[config.mk]
export PLATFORM = sky130hd
export DESIGN_NAME = rotary_step_sched_flat
export DESIGN_NICKNAME = d
export VERILOG_FILES = /design/src/rtl/rotary_step_sched_if.sv /design/src/rtl/rotary_step_sched.sv /design/src/flat_wrapper.sv
export SDC_FILE = /design/constraint.sdc
export NUM_CORES = 1
export LEC_CHECK = 0
export ABC_CLOCK_PERIOD_IN_PS = 5600
export CAP_MARGIN = 0
export CORE_MARGIN = 3
export CORE_UTILIZATION = 45
export DETAILED_ROUTE_END_ITERATION = 6
export GPL_ROUTABILITY_DRIVEN = 0
export GPL_TIMING_DRIVEN = 0
export HOLD_SLACK_MARGIN = 0.1
export SETUP_SLACK_MARGIN = 0.4
export SLEW_MARGIN = 5
export SYNTH_ARGS = -nofsm -noshare
export SYNTH_HDL_FRONTEND = slang
export SYNTH_SLANG_ARGS = --single-unit
[constraint.sdc]
create_clock -name clk -period 5.6 [get_ports clk]
set_input_delay 0.56 -clock clk [delete_from_list [all_inputs] [get_ports clk]]
set_output_delay 0.56 -clock clk [all_outputs]
set_load 0.01 [all_outputs]
[src/rtl/rotary_step_sched_if.sv]
// rotary_step_sched_if: encoder/switch pins and LED/status outputs of rotary_step_sched.
// With ROTARY_CENTER_EN defined the encoder push-button line rot_center is added.
interface rotary_step_sched_if;
    logic       rot_a;
    logic       rot_b;
    logic       invert;
`ifdef ROTARY_CENTER_EN
    logic       rot_center;
`endif
    logic [7:0] led_out;
    logic [3:0] pending;
    logic       step_cw;
    logic       step_ccw;
    logic       drop;

    // Board / stimulus side: drives the pins, observes the controller outputs.
    modport master (
        output rot_a, rot_b, invert,
`ifdef ROTARY_CENTER_EN
        output rot_center,
`endif
        input  led_out, pending, step_cw, step_ccw, drop
    );

    // Controller side.
    modport slave (
        input  rot_a, rot_b, invert,
`ifdef ROTARY_CENTER_EN
        input  rot_center,
`endif
        output led_out, pending, step_cw, step_ccw, drop
    );
endinterface

[src/rtl/rotary_step_sched.sv]
// rotary_step_sched: synchronises and debounces a quadrature encoder, decodes whole detent
// clicks into CW/CCW events, buffers them in a saturating signed counter and releases them
// at a fixed pace onto a one-hot LED rotation register.
// Optional feature macro: ROTARY_CENTER_EN (encoder push-button press recentres the display).
module rotary_step_sched #(
    parameter int unsigned DEBOUNCE_CYCLES = 50000,
    parameter int unsigned STEP_DIV        = 25000000,
    parameter int unsigned PEND_MAX        = 7
) (
    input logic                clk,
    input logic                rst_n,
    rotary_step_sched_if.slave io_bus
);

`ifdef ROTARY_CENTER_EN
    localparam int unsigned NL = 3;
`else
    localparam int unsigned NL = 2;
`endif
    localparam int unsigned     DBW       = $clog2(DEBOUNCE_CYCLES + 1);
    localparam logic [DBW-1:0]  DB_LAST   = DBW'(DEBOUNCE_CYCLES - 1);
    localparam int unsigned     TW        = $clog2(STEP_DIV);
    localparam logic [TW-1:0]   TICK_LAST = TW'(STEP_DIV - 1);
    localparam logic signed [4:0] PMAX    = 5'(PEND_MAX);
    localparam logic signed [4:0] PMIN    = -PMAX;

    typedef enum logic [2:0] {
        StRest, StCw1, StCw2, StCw3, StCcw1, StCcw2, StCcw3, StErr
    } dec_state_e;

    // Line index: 0 = A, 1 = B, 2 = center press (optional).
    logic [NL-1:0]   w_raw;
    logic [NL-1:0]   r_sync1;
    logic [NL-1:0]   r_sync2;
    logic [NL-1:0]   r_filt;
    logic [DBW-1:0]  r_db_cnt [NL];
    logic            r_inv_s1;
    logic            r_inv_s2;

    dec_state_e      r_state;
    dec_state_e      w_state_next;
    logic [1:0]      w_ab;
    logic            w_ev_cw;
    logic            w_ev_ccw;
    logic            r_ev_cw;
    logic            r_ev_ccw;

    logic [TW-1:0]   r_tick_cnt;
    logic            w_tick;

    logic signed [3:0] r_pending;
    logic [7:0]        r_q;
    logic              r_step_cw;
    logic              r_step_ccw;
    logic              r_drop;
    logic signed [4:0] w_pend_ext;
    logic signed [4:0] w_base;
    logic signed [4:0] w_cand;
    logic signed [4:0] w_pend_next;
    logic [7:0]        w_q_next;
    logic              w_tick_pos;
    logic              w_tick_neg;
    logic              w_drop;
    logic              w_press;

`ifdef ROTARY_CENTER_EN
    assign w_raw = {io_bus.rot_center, io_bus.rot_b, io_bus.rot_a};
`else
    assign w_raw = {io_bus.rot_b, io_bus.rot_a};
`endif

    // Two-flop synchronisers for the encoder lines and the invert switch.
    always_ff @(posedge clk or negedge rst_n) begin
        if (!rst_n) begin
            r_sync1  <= '0;
            r_sync2  <= '0;
            r_inv_s1 <= 1'b0;
            r_inv_s2 <= 1'b0;
        end else begin
            r_sync1  <= w_raw;
            r_sync2  <= r_sync1;
            r_inv_s1 <= io_bus.invert;
            r_inv_s2 <= r_inv_s1;
        end
    end

    // Per-line debounce: filtered level follows only after DEBOUNCE_CYCLES differing cycles.
    always_ff @(posedge clk or negedge rst_n) begin
        if (!rst_n) begin
            r_filt <= '0;
            for (int i = 0; i < NL; i++) r_db_cnt[i] <= '0;
        end else begin
            for (int i = 0; i < NL; i++) begin
                if (r_sync2[i] != r_filt[i]) begin
                    if (r_db_cnt[i] == DB_LAST) begin
                        r_filt[i]   <= r_sync2[i];
                        r_db_cnt[i] <= '0;
                    end else begin
                        r_db_cnt[i] <= r_db_cnt[i] + DBW'(1);
                    end
                end else begin
                    r_db_cnt[i] <= '0;
                end
            end
        end
    end

`ifdef ROTARY_CENTER_EN
    logic r_press_prev;

    // Previous filtered press level, for rising-edge detection.
    always_ff @(posedge clk or negedge rst_n) begin
        if (!rst_n) r_press_prev <= 1'b0;
        else        r_press_prev <= r_filt[2];
    end

    assign w_press = r_filt[2] & ~r_press_prev;
`else
    assign w_press = 1'b0;
`endif

    assign w_ab = {r_filt[0], r_filt[1]};

    // Decoder state register; registered one-cycle event pulses.
    always_ff @(posedge clk or negedge rst_n) begin
        if (!rst_n) begin
            r_state  <= StRest;
            r_ev_cw  <= 1'b0;
            r_ev_ccw <= 1'b0;
        end else if (w_press) begin
            r_state  <= StRest;
            r_ev_cw  <= 1'b0;
            r_ev_ccw <= 1'b0;
        end else begin
            r_state  <= w_state_next;
            r_ev_cw  <= w_ev_cw;
            r_ev_ccw <= w_ev_ccw;
        end
    end

    // Decoder next state: the expected next code advances, the current code holds,
    // 00 returns to rest and anything else is an error until 00 is seen.
    always_comb begin
        w_state_next = r_state;
        w_ev_cw      = 1'b0;
        w_ev_ccw     = 1'b0;
        unique case (r_state)
            StRest: begin
                case (w_ab)
                    2'b10:   w_state_next = StCw1;
                    2'b01:   w_state_next = StCcw1;
                    2'b11:   w_state_next = StErr;
                    default: w_state_next = StRest;
                endcase
            end
            StCw1: begin
                if (w_ab == 2'b00)      w_state_next = StRest;
                else if (w_ab == 2'b11) w_state_next = StCw2;
                else if (w_ab != 2'b10) w_state_next = StErr;
            end
            StCw2: begin
                if (w_ab == 2'b00)      w_state_next = StRest;
                else if (w_ab == 2'b01) w_state_next = StCw3;
                else if (w_ab != 2'b11) w_state_next = StErr;
            end
            StCw3: begin
                if (w_ab == 2'b00) begin
                    w_state_next = StRest;
                    w_ev_cw      = 1'b1;
                end else if (w_ab != 2'b01) begin
                    w_state_next = StErr;
                end
            end
            StCcw1: begin
                if (w_ab == 2'b00)      w_state_next = StRest;
                else if (w_ab == 2'b11) w_state_next = StCcw2;
                else if (w_ab != 2'b01) w_state_next = StErr;
            end
            StCcw2: begin
                if (w_ab == 2'b00)      w_state_next = StRest;
                else if (w_ab == 2'b10) w_state_next = StCcw3;
                else if (w_ab != 2'b11) w_state_next = StErr;
            end
            StCcw3: begin
                if (w_ab == 2'b00) begin
                    w_state_next = StRest;
                    w_ev_ccw     = 1'b1;
                end else if (w_ab != 2'b10) begin
                    w_state_next = StErr;
                end
            end
            StErr: begin
                if (w_ab == 2'b00) w_state_next = StRest;
            end
            default: w_state_next = StRest;
        endcase
    end

    assign w_tick = (r_tick_cnt == TICK_LAST);

    // Free-running scheduler tick divider.
    always_ff @(posedge clk or negedge rst_n) begin
        if (!rst_n)               r_tick_cnt <= '0;
        else if (w_press || w_tick) r_tick_cnt <= '0;
        else                      r_tick_cnt <= r_tick_cnt + TW'(1);
    end

    // Tick consumption first, then the event; saturation is judged on that net result.
    always_comb begin
        w_pend_ext = {r_pending[3], r_pending};
        w_tick_pos = w_tick && (r_pending > 4'sd0);
        w_tick_neg = w_tick && (r_pending < 4'sd0);
        w_base     = w_pend_ext;
        w_q_next   = r_q;
        if (w_tick_pos) begin
            w_base   = w_pend_ext - 5'sd1;
            w_q_next = {r_q[6:0], r_q[7]};
        end else if (w_tick_neg) begin
            w_base   = w_pend_ext + 5'sd1;
            w_q_next = {r_q[0], r_q[7:1]};
        end
        w_cand = w_base;
        if (r_ev_cw)       w_cand = w_base + 5'sd1;
        else if (r_ev_ccw) w_cand = w_base - 5'sd1;
        w_drop      = (w_cand > PMAX) || (w_cand < PMIN);
        w_pend_next = w_drop ? w_base : w_cand;
    end

    // Pending counter, rotation register and status pulses.
    always_ff @(posedge clk or negedge rst_n) begin
        if (!rst_n) begin
            r_pending  <= 4'sd0;
            r_q        <= 8'h01;
            r_step_cw  <= 1'b0;
            r_step_ccw <= 1'b0;
            r_drop     <= 1'b0;
        end else if (w_press) begin
            r_pending  <= 4'sd0;
            r_q        <= 8'h01;
            r_step_cw  <= 1'b0;
            r_step_ccw <= 1'b0;
            r_drop     <= 1'b0;
        end else begin
            r_pending  <= $signed(w_pend_next[3:0]);
            r_q        <= w_q_next;
            r_step_cw  <= w_tick_pos;
            r_step_ccw <= w_tick_neg;
            r_drop     <= w_drop;
        end
    end

    assign io_bus.led_out  = r_inv_s2 ? ~r_q : r_q;
    assign io_bus.pending  = r_pending;
    assign io_bus.step_cw  = r_step_cw;
    assign io_bus.step_ccw = r_step_ccw;
    assign io_bus.drop     = r_drop;

endmodule
[src/flat_wrapper.sv]
// flat-port wrapper written by rule: the top's interface ports become plain ports
module rotary_step_sched_flat 
#(
    parameter int unsigned DEBOUNCE_CYCLES = 50000,
    parameter int unsigned STEP_DIV        = 25000000,
    parameter int unsigned PEND_MAX        = 7
)
  (clk, rst_n, io_bus_rot_a, io_bus_rot_b, io_bus_invert, io_bus_led_out, io_bus_pending, io_bus_step_cw, io_bus_step_ccw, io_bus_drop);
  rotary_step_sched_if io_bus_i ();
  input logic clk;
  input logic rst_n;
  input wire logic [$bits(io_bus_i.rot_a)-1:0] io_bus_rot_a;
  input wire logic [$bits(io_bus_i.rot_b)-1:0] io_bus_rot_b;
  input wire logic [$bits(io_bus_i.invert)-1:0] io_bus_invert;
  output wire logic [$bits(io_bus_i.led_out)-1:0] io_bus_led_out;
  output wire logic [$bits(io_bus_i.pending)-1:0] io_bus_pending;
  output wire logic [$bits(io_bus_i.step_cw)-1:0] io_bus_step_cw;
  output wire logic [$bits(io_bus_i.step_ccw)-1:0] io_bus_step_ccw;
  output wire logic [$bits(io_bus_i.drop)-1:0] io_bus_drop;
  assign io_bus_i.rot_a = io_bus_rot_a;
  assign io_bus_i.rot_b = io_bus_rot_b;
  assign io_bus_i.invert = io_bus_invert;
  assign io_bus_led_out = io_bus_i.led_out;
  assign io_bus_pending = io_bus_i.pending;
  assign io_bus_step_cw = io_bus_i.step_cw;
  assign io_bus_step_ccw = io_bus_i.step_ccw;
  assign io_bus_drop = io_bus_i.drop;
  rotary_step_sched #(.DEBOUNCE_CYCLES(DEBOUNCE_CYCLES), .STEP_DIV(STEP_DIV), .PEND_MAX(PEND_MAX)) u_core (.clk(clk), .rst_n(rst_n), .io_bus(io_bus_i));
endmodule
# [After elaboration in Yosys (flattened, before gate mapping)]
# Index checks and enable logic that the tools add are counted.
# Widths: inputs -> output; s select.
[totals] ff_bits=85 input_bits=5 word_cells=88
[op_classes] n_mux=32 n_bitwise=1 magnitude_cmp=4 reduce_logical=8 eq_ne=19 addsub=7
[op_table] operator="$mux 16" n=4
[op_table] operator="$mux 3" n=14
[op_table] operator="$add 16x1->16 const B" n=2
[op_table] operator="$eq 16x16->1 const B" n=2
[op_table] operator="$add 25x1->25 const B" n=1
[op_table] operator="$eq 25x25->1 const B" n=1
[op_table] operator="$mux 25" n=1
[op_table] operator="$mux 8" n=3
[op_table] operator="$pmux 3 s8" n=1
[op_table] operator="$mux 5" n=4
[op_table] operator="$eq 3x3->1 const B" n=4
[op_table] operator="$pmux 3 s3" n=1
[op_table] operator="$not 8->8" n=1
[op_table] operator="$eq 3x2->1 const B" n=2
[op_table] operator="$add 4x2->5 const B" n=1
[op_table] operator="$add 5x2->5 const B" n=1
[op_table] operator="$gt 5x4->1 const B" n=1
[op_table] operator="$lt 5x4->1 const B" n=1
[op_table] operator="$sub 4x2->5 const B" n=1
[op_table] operator="$sub 5x2->5 const B" n=1
[op_table] operator="$eq 2x2->1 const B" n=2
[op_table] operator="$gt 4x1->1 const B" n=1
[op_table] operator="$lt 4x1->1 const B" n=1
[op_table] operator="$mux 4" n=1
[op_table] operator="other kinds (12)" n=19

# [Depth between registers and ports, before layout]
# Gate-level depths: netlist of the first run.
[logic_depth] word_depth=10 mapped_depth=14 mapped_depth_nobuf=14

# [Worst setup path before layout of the first run]
# No wires, ideal clock.
[synth_timing] kind="register to register" from="register u_core.r_tick_cnt[8]" to="register u_core.r_pending[1], in the netlist u_core.io_bus.pending[1]" t_required_ns=5.479 path_stages_with_launch=13 slack_ns=2.564 synth_period_minus_slack_ns=3.036 setup_time_ns=0.121 arrival_time_ns=2.915 path_cell_list="dfrtp_1 -> or4_1 -> nor4_4 -> nand3_1 -> xnor2_1 -> inv_1 -> ha_1 -> a22oi_1 -> a21oi_1 -> o221ai_1 -> o211ai_1 -> and2_4 -> o22a_1"
[synth_via] elab_chain_cells=10 elab_cells_between_ends=13
[synth_lines] item="start, declared" line_no="rotary_step_sched.sv:48" source="logic [TW-1:0] r_tick_cnt;"
[synth_lines] item="start signal, assigned" line_no="rotary_step_sched.sv:205" source="else r_tick_cnt <= r_tick_cnt + TW'(1);"
[synth_lines] item="$eq 25x25->1 *" line_no="rotary_step_sched.sv:199" source="assign w_tick = (r_tick_cnt == TICK_LAST);"
[synth_lines] item="$logic_and 1x1->1" line_no="rotary_step_sched.sv:212" source="w_tick_neg = w_tick && (r_pending < 4'sd0);"
[synth_lines] item="$mux 5" line_no="rotary_step_sched.sv:218" source="end else if (w_tick_neg) begin"
[synth_lines] item="$mux 5 *" line_no="rotary_step_sched.sv:215" source="if (w_tick_pos) begin"
[synth_lines] item="$sub 5x2->5" line_no="rotary_step_sched.sv:224" source="else if (r_ev_ccw) w_cand = w_base - 5'sd1;"
[synth_lines] item="$mux 5" line_no="rotary_step_sched.sv:224"
[synth_lines] item="$mux 5 *" line_no="rotary_step_sched.sv:223" source="if (r_ev_cw) w_cand = w_base + 5'sd1;"
[synth_lines] item="$gt 5x4->1 / $lt 5x4->1 (equally long branches)" line_no="rotary_step_sched.sv:225" source="w_drop = (w_cand > PMAX) || (w_cand < PMIN);"
[synth_lines] item="$logic_or 1x1->1 *" line_no="rotary_step_sched.sv:225"
[synth_lines] item="named net u_core.w_drop" line_no="rotary_step_sched.sv:63" source="logic w_drop;"
[synth_lines] item="$mux 4 *" line_no="rotary_step_sched.sv:226" source="w_pend_next = w_drop ? w_base : w_cand;"
[synth_lines] item="named net u_core.w_pend_next[1]" line_no="rotary_step_sched.sv:59" source="logic signed [4:0] w_pend_next;"
[synth_lines] item="end signal, assigned" line_no="rotary_step_sched.sv:244" source="r_pending <= $signed(w_pend_next[3:0]);"
[synth_lines] item="end, declared" line_no="rotary_step_sched.sv:51" source="logic signed [3:0] r_pending;"
# The timed path passes the listed nets; every way through them passes the cells marked *.
# A chain may end at the register's enable or synchronous reset.

# [Worst setup path after layout of the first run]
[layout_timing] from="register u_core.r_tick_cnt[7]" to="register u_core.r_pending[1], in the netlist u_core.io_bus.pending[1]"
# The elaborated chain is that of the path after synthesis.

==> impl_metrics.ini, run 1 <==
[outcome]
run_status = finished, final reports clean

[placement]
place.detailed.hpwl_um = 5590
io_buffers = 19
pre_cts_ws_ns = 2.06
placed_cells_incl_taps = 591

[logic_synthesis]
synth_instances = 442
avgSynthCellArea_um2 = 9.82
synth_sequential_area_ratio = 0.490
synth_async_sr_flop_share = 1.00
synth_top_area_share = 0.484
synth.lib_cells_used.distinct = 52
yosysTopAreaCell = sky130_fd_sc_hd__dfrtp_1
synth_top_flop_cell = sky130_fd_sc_hd__dfrtp_1
syn_nets = 455
netlist_area_um2 = 4340
synth-warning-count = 0
synth-edff-count = 0
netlist_top_cells_area = sky130_fd_sc_hd__dfrtp_1 48%, sky130_fd_sc_hd__xor2_1 7.9%, sky130_fd_sc_hd__nor2_1 5.8%
postSynthRegisterBits = 85

[clock_tree]
clk_path_buf_depth = 2
ctsHoldBuffers = 0
cts_buffers = 9
postCtsSetupBuffers = 0
cts_tree = built
ctsHtreeMaxLevel = 3
ctsResizeCount = 0
cts_clock_pin_slew_for_the_worst_setup_and_hold_paths_ns = 0.09
clock_latency_ns = 0.36
cts_root_buffer = sky130_fd_sc_hd__clkbuf_8
clock_sink_count = 85

[worst_setup_path]
crit_required_ns = 5.85
path_max_fanout = 8
worst-r2r-cell-count = 13
start_point_of_the_critical_path = u_core.r_tick_cnt[7]$_DFF_PN0_
register_to_register_path_setup_slack_ns = 2.05
rr_endpoint = u_core.io_bus.pending[1]$_DFF_PN0_
setup.worst_path.end_class = register
regToRegStartpoint = u_core.r_tick_cnt[7]$_DFF_PN0_
critical_path_class = register to register
worstSetupStartpointType = register
worstPathArrival_ns = 3.81
critical_path.endpoint = u_core.io_bus.pending[1]$_DFF_PN0_

[job]
timing.max_cap.violations = 0

[timing]
tightest_slew_ns = 0.654
slew_viol_final = 0
maxSlewHeadroom = 0.561
setup_viols_final = 0
post-route-worst-setup-slack_ns = 2.05
final.setup.tns_ns = 0
final_period_minus_worst_setup_slack_ns = 3.55
fin_crit_sh = 0.634
worst_clock_skew_ns = 0.00910
hold_viol_final = 0
timing.fmax_mhz = 282
rsz0062_at_grt = false

[power_and_ir_drop]
vdd.ir_drop.worst_mv = 0.132
power.density_cell_area_nw_per_um2 = 223
cellLeakagePower_nw = 2.17
total_power_mw = 1.10

[finish]
final-instance-count-excl-fill = 607
post_route_cells_drive_above_1_share = 0.0732
antenna_cells = 0
syn2layout_area_growth_pct = 13.3
final.fill_count = 881
layout.cells.most_common = sky130_fd_sc_hd__dfrtp_1
final_core_utilization = 0.527
most-common-layout-cells = 84 x sky130_fd_sc_hd__dfrtp_1, 67 x sky130_fd_sc_hd__nor2_1, 39 x sky130_fd_sc_hd__xor2_1
number_of_nets_in_the_layout = 486

[global_routing]
vias_in_the_first_global_route = 3101
grt_usage = 0.161
globalRouteOverflowTotal = 0
pin_count_of_the_biggest_net_entering_global_routing = 45
wire_length_of_the_first_global_routing_pass_um = 14400
grt_antenna_before_repair = 0

[route]
detail_route.wirelength_um = 7880
drtAntennaViolNets = 0
vias = 3142
first_pass_iters = 4
drc = 0
wl_per_cell_um = 13.0
avgViaCountPerCell = 5.18
initialDrtViolationCount = 148

[worst_hold_path]
hold_class = input port to async pin

[floorplan]
core_region_area_um2 = 9330
floorplan.die.width_um = 104
floorplan.initialDensity = 0.465
rows = 35
die_y_um = 104
total_die_area_um2 = 10900
number_of_i_o_pins = 20
-- stage by stage --
stage / area, µm² / hold slack, ns
floorplan: 4340 / 0.264
global placement: 4690 / 0.334
detailed placement: 4720 / 0.336
CTS: 4920 / 0.188
global route: 4920 / 0.208
finish: 4920 / 0.177
-- synthesized netlist by cell type (2+ instances only) --
| master | number |
|---|---|
| sky130_fd_sc_hd__nor2b_1 | 3 |
| sky130_fd_sc_hd__nand2b_1 | 4 |
| sky130_fd_sc_hd__or3_1 | 2 |
| sky130_fd_sc_hd__mux2i_1 | 3 |
| sky130_fd_sc_hd__o22ai_1 | 17 |
| sky130_fd_sc_hd__a22oi_1 | 2 |
| sky130_fd_sc_hd__o21a_1 | 3 |
| sky130_fd_sc_hd__nor4b_1 | 3 |
| sky130_fd_sc_hd__xor2_1 | 39 |
| sky130_fd_sc_hd__nand4b_1 | 2 |
| sky130_fd_sc_hd__and2_1 | 3 |
| sky130_fd_sc_hd__a41oi_1 | 2 |
| sky130_fd_sc_hd__or2_2 | 3 |
| sky130_fd_sc_hd__a31oi_1 | 3 |
| sky130_fd_sc_hd__nand2_1 | 32 |
| sky130_fd_sc_hd__xnor2_1 | 25 |
| sky130_fd_sc_hd__nand4_1 | 10 |
| sky130_fd_sc_hd__nor4_2 | 2 |
| sky130_fd_sc_hd__buf_6 | 2 |
| sky130_fd_sc_hd__dfrtp_1 | 84 |
| sky130_fd_sc_hd__a21oi_1 | 17 |
| sky130_fd_sc_hd__and3_1 | 19 |
| sky130_fd_sc_hd__mux2_2 | 2 |
| sky130_fd_sc_hd__clkbuf_1 | 12 |
| sky130_fd_sc_hd__nand3_1 | 27 |
| sky130_fd_sc_hd__o211ai_1 | 2 |
| sky130_fd_sc_hd__ha_1 | 8 |
| sky130_fd_sc_hd__nor3_1 | 7 |
| sky130_fd_sc_hd__o21ai_0 | 5 |
| sky130_fd_sc_hd__inv_1 | 10 |
| sky130_fd_sc_hd__nor2_1 | 67 |
| sky130_fd_sc_hd__nor3b_1 | 2 |
-- cells by family (layout without fill, tap and decap cells) --
family,count (synthesis),in the layout,synth area share
simple gates,195,195,0.229
xor+xnor,64,64,0.129
compound gates,61,61,0.0922
mux,5,5,0.0121
flops,85,85,0.490
buf+inv,24,60,0.0242
fa+ha+maj,8,8,0.0231
-- flip-flops by register name (all words and copies together) (netlist names) --
name / flops
u_core.r_db_cnt: 32
u_core.r_filt: 2
u_core.io_bus.step_ccw: 1
u_core.r_ev_ccw: 1
u_core.r_sync1: 2
u_core.r_inv_s2: 1
u_core.r_tick_cnt: 25
u_core.io_bus.pending: 4
u_core.r_ev_cw: 1
u_core.io_bus.step_cw: 1
u_core.io_bus.drop: 1
u_core.r_q: 8
u_core.r_state: 3
u_core.r_sync2: 2
u_core.r_inv_s1: 1
-- how the worst min path moves through the flow --
stage | to | start | cells past startpoint | slack, ns
global route | u_core.r_db_cnt[26]$_DFF_PN0_ | rst_n | 1 | 0.21
global placement | u_core.r_sync2[0]$_DFF_PN0_ | u_core.r_sync1[0]$_DFF_PN0_ | 0 | 0.33
CTS | u_core.r_db_cnt[24]$_DFF_PN0_ | rst_n | 1 | 0.19
finish | u_core.r_tick_cnt[8]$_DFF_PN0_ | rst_n | 1 | 0.18
detailed placement | u_core.r_sync2[1]$_DFF_PN0_ | u_core.r_sync1[1]$_DFF_PN0_ | 0 | 0.34
floorplan | u_core.io_bus.drop$_DFF_PN0_ | rst_n | 0 | 0.26
-- layer usage --
layer	vias up	share of wire	GRT usage
met3	9	0.034	0.0515
met1	1507	0.49	0.213
met2	33	0.47	0.255
li1	1593	-	-
met5	-	0	0
met4	0	0.012	0.0418
-- critical path, cell delays in order (launching register included) --
cell,delay (ns)
sky130_fd_sc_hd__dfrtp_1,0.38
sky130_fd_sc_hd__buf_6,0.13
sky130_fd_sc_hd__or3_1,0.35
sky130_fd_sc_hd__nor4_2,0.50
sky130_fd_sc_hd__nand3_1,0.26
sky130_fd_sc_hd__xnor2_1,0.35
sky130_fd_sc_hd__inv_1,0.12
sky130_fd_sc_hd__ha_1,0.21
sky130_fd_sc_hd__a22oi_1,0.26
sky130_fd_sc_hd__a21oi_1,0.12
sky130_fd_sc_hd__o221ai_1,0.22
sky130_fd_sc_hd__o211ai_1,0.19
sky130_fd_sc_hd__and2_4,0.19
sky130_fd_sc_hd__o22a_1,0.16
-- power breakdown --
| part | internal, mW | switching, mW |
|---|---|---|
| Combinational | 0.0143 | 0.0222 |
| Sequential | 0.619 | 0.00296 |
| Clock | 0.219 | 0.221 |
| Total | 0.852 | 0.246 |
-- layout make-up --
class | instances | area, µm² | area share
sequential | 85 | 2130 | 0.433
clock buffer | 11 | 141 | 0.0287
multi-input combinational | 333 | 2110 | 0.429
clock inverter | 5 | 58.8 | 0.0120
buffer | 14 | 67.6 | 0.0137
timing repair buffer | 20 | 215 | 0.0438
tap | 129 | 161 | 0.0328
inverter | 10 | 37.5 | 0.00763
(Power assumes the default switching activity.)
==> run 2: changes to the inputs <==
--- a/config.mk
+++ b/config.mk
@@ -5,7 +5,7 @@
 export SDC_FILE = /design/constraint.sdc
 export NUM_CORES = 1
 export LEC_CHECK = 0
-export ABC_CLOCK_PERIOD_IN_PS = 5600
+export ABC_CLOCK_PERIOD_IN_PS = 3300
 export CAP_MARGIN = 0
 export CORE_MARGIN = 3
 export CORE_UTILIZATION = 45
==> constraint.sdc (replaced) <==
create_clock -name clk -period 3.3 [get_ports clk]
set_input_delay 0.33 -clock clk [delete_from_list [all_inputs] [get_ports clk]]
set_output_delay 0.33 -clock clk [all_outputs]
set_load 0.01 [all_outputs]
==> impl_metrics.ini, run 2 (synthesis gave the netlist of run 1 again) <==
[timing]
tightest_slew_ns = 0.555
fin_crit_sh = 0.925
slew_viol_final = 0
post-route-worst-setup-slack_ns = 0.248
setup_viols_final = 0
worst_clock_skew_ns = 0.0149
maxSlewHeadroom = 0.625
timing.fmax_mhz = 328
hold_viol_final = 0
hold_slack_ns = 0.363
rsz0062_at_grt = true
final_period_minus_worst_setup_slack_ns = 3.05

[worst_setup_path]
worstPathArrival_ns = 3.30
path_max_fanout = 5
worstSetupStartpointType = register
setup.worst_path.end_class = register
crit_required_ns = 3.55
critical_path_class = register to register

[job]
timing.max_cap.violations = 0

[route]
met3WireLength_um = 238
first_pass_iters = 4
drc = 0
wl_met1_um = 4190
wl_per_cell_um = 13.7
avgViaCountPerCell = 5.16
initialDrtViolationCount = 165
drtAntennaViolNets = 0
dr_wl_met2_um = 4180
topRoutingLayerUsed = met4
vias = 3275
detail_route.wirelength_um = 8720

[finish]
fin_area_um2 = 5360
syn2layout_area_growth_pct = 23.5
largest_register_ffs = 32
final.fill_count = 823
antenna_cells = 0
reg_top3 = u_core.r_db_cnt: 32 flops, u_core.r_tick_cnt: 25 flops, u_core.r_q: 8 flops
final_core_utilization = 0.575
number_of_nets_in_the_layout = 514
largest-register = u_core.r_db_cnt
layout.cells.most_common = sky130_fd_sc_hd__dfrtp_1
most-common-layout-cells = 81 x sky130_fd_sc_hd__dfrtp_1, 67 x sky130_fd_sc_hd__nor2_1, 39 x sky130_fd_sc_hd__xor2_1
post_route_cells_drive_above_1_share = 0.176

[floorplan]
rows = 35
die_y_um = 104
number_of_i_o_pins = 20
floorplan.initialDensity = 0.465
core_region_area_um2 = 9330
total_die_area_um2 = 10900
floorplan.die.width_um = 104

[global_routing]
pin_count_of_the_biggest_net_entering_global_routing = 64
globalRouteOverflowTotal = 0
vias_in_the_first_global_route = 3259
grt_antenna_before_repair = 0
grt_usage = 0.170
wire_length_of_the_first_global_routing_pass_um = 15300

[clock_tree]
cts_buffers = 9
cts_root_buffer = sky130_fd_sc_hd__clkbuf_8
ctsHtreeMaxLevel = 3
clock_sink_count = 85
clk_path_buf_depth = 2
cts_tree = built
cts_clock_pin_slew_for_the_worst_setup_and_hold_paths_ns = 0.10
clock_latency_ns = 0.36

[placement]
place.detailed.hpwl_um = 5650
pre_cts_ws_ns = 0.000289
postPlaceCellArea_um2 = 4760
io_buffers = 19

[power_and_ir_drop]
power.density_cell_area_nw_per_um2 = 378
total_power_mw = 2.03
cellLeakagePower_nw = 2.34
vdd.ir_drop.worst_mv = 0.299

[outcome]
run_status = finished, final reports clean

[worst_hold_path]
hold_class = register to register
run 2: cell count changes in the layout (fill, tap and decap cells not counted), moves of 3 or more:
cell | before | now
sky130_fd_sc_hd__buf_4 | 1 | 24
sky130_fd_sc_hd__ha_1 | 8 | 5
sky130_fd_sc_hd__inv_1 | 10 | 7
sky130_fd_sc_hd__inv_2 | 0 | 3
sky130_fd_sc_hd__dfrtp_2 | 0 | 3
sky130_fd_sc_hd__dfrtp_1 | 84 | 81
sky130_fd_sc_hd__buf_6 | 2 | 6
run 2: area by class of cell:
class | count | area [µm²] | area share
multi-input cells | 333 | 2270 | 0.424
flip-flops and latches | 85 | 2130 | 0.398
clock buffers | 9 | 124 | 0.0231
well taps | 129 | 161 | 0.0301
clock inverters | 7 | 121 | 0.0226
repair buffers | 48 | 443 | 0.0826
plain buffers | 14 | 67.6 | 0.0126
inverters | 10 | 37.5 | 0.00700
run 2: path summary, 6_finish.rpt:
kind,from,slack (ns),depth (start not counted),endpoint
min in group asynchronous,rst_n,0.40,2,u_core.r_tick_cnt[0]$_DFF_PN0_
max in group asynchronous,rst_n,2.27,3,u_core.io_bus.pending[0]$_DFF_PN0_
setup / recovery,u_core.r_tick_cnt[17]$_DFF_PN0_,0.25,14,u_core.io_bus.pending[1]$_DFF_PN0_
hold / removal,u_core.r_sync1[0]$_DFF_PN0_,0.36,0,u_core.r_sync2[0]$_DFF_PN0_
hold reg to reg,u_core.r_sync1[0]$_DFF_PN0_,0.36,0,u_core.r_sync2[0]$_DFF_PN0_
setup reg to reg,u_core.r_tick_cnt[17]$_DFF_PN0_,0.25,14,u_core.io_bus.pending[1]$_DFF_PN0_
run 2: per-layer routing:
metal / GRT usage / vias up
met5: 0 / -
met4: 0.0712 / 0
met3: 0.0354 / 11
met2: 0.268 / 53
met1: 0.228 / 1557
li1: - / 1654
run 2: critical path, stage by stage, from the launching register on:
cell and delay [ns]:
sky130_fd_sc_hd__dfrtp_1 0.41, sky130_fd_sc_hd__or4_4 0.55, sky130_fd_sc_hd__nor4_4 0.16, sky130_fd_sc_hd__buf_6 0.17
sky130_fd_sc_hd__nand3_4 0.11, sky130_fd_sc_hd__xnor2_4 0.19, sky130_fd_sc_hd__inv_2 0.08, sky130_fd_sc_hd__ha_4 0.16
sky130_fd_sc_hd__a22oi_2 0.26, sky130_fd_sc_hd__and3_4 0.23, sky130_fd_sc_hd__o221ai_2 0.09, sky130_fd_sc_hd__o211ai_1 0.10
sky130_fd_sc_hd__buf_4 0.16, sky130_fd_sc_hd__a21oi_4 0.06, sky130_fd_sc_hd__o22a_1 0.20
run 2: timing repair:
item	4_1_cts	5_1_grt
gates resized for setup	16	17
endpoints found under the setup margin	5	5
setup buffers	22	5
pin swaps	12	15
endpoints found under the hold margin	21	0
hold buffers	1	0
gates cloned	0	0
run 2: report_power, final:
group          internal [mW]  switching (mW)
combinational         0.0250          0.0381
clock                  0.508           0.399
sequential              1.05         0.00541
total                   1.58           0.443
run 2: metrics by stage:
step | TNS [ns] | std cells
3_3_place_gp | -99.96 | 590
3_5_place_dp | 0 | 591
6_report | 0 | 635
5_1_grt | 0 | 635
4_1_cts | 0 | 630
2_1_floorplan | 0 | 442
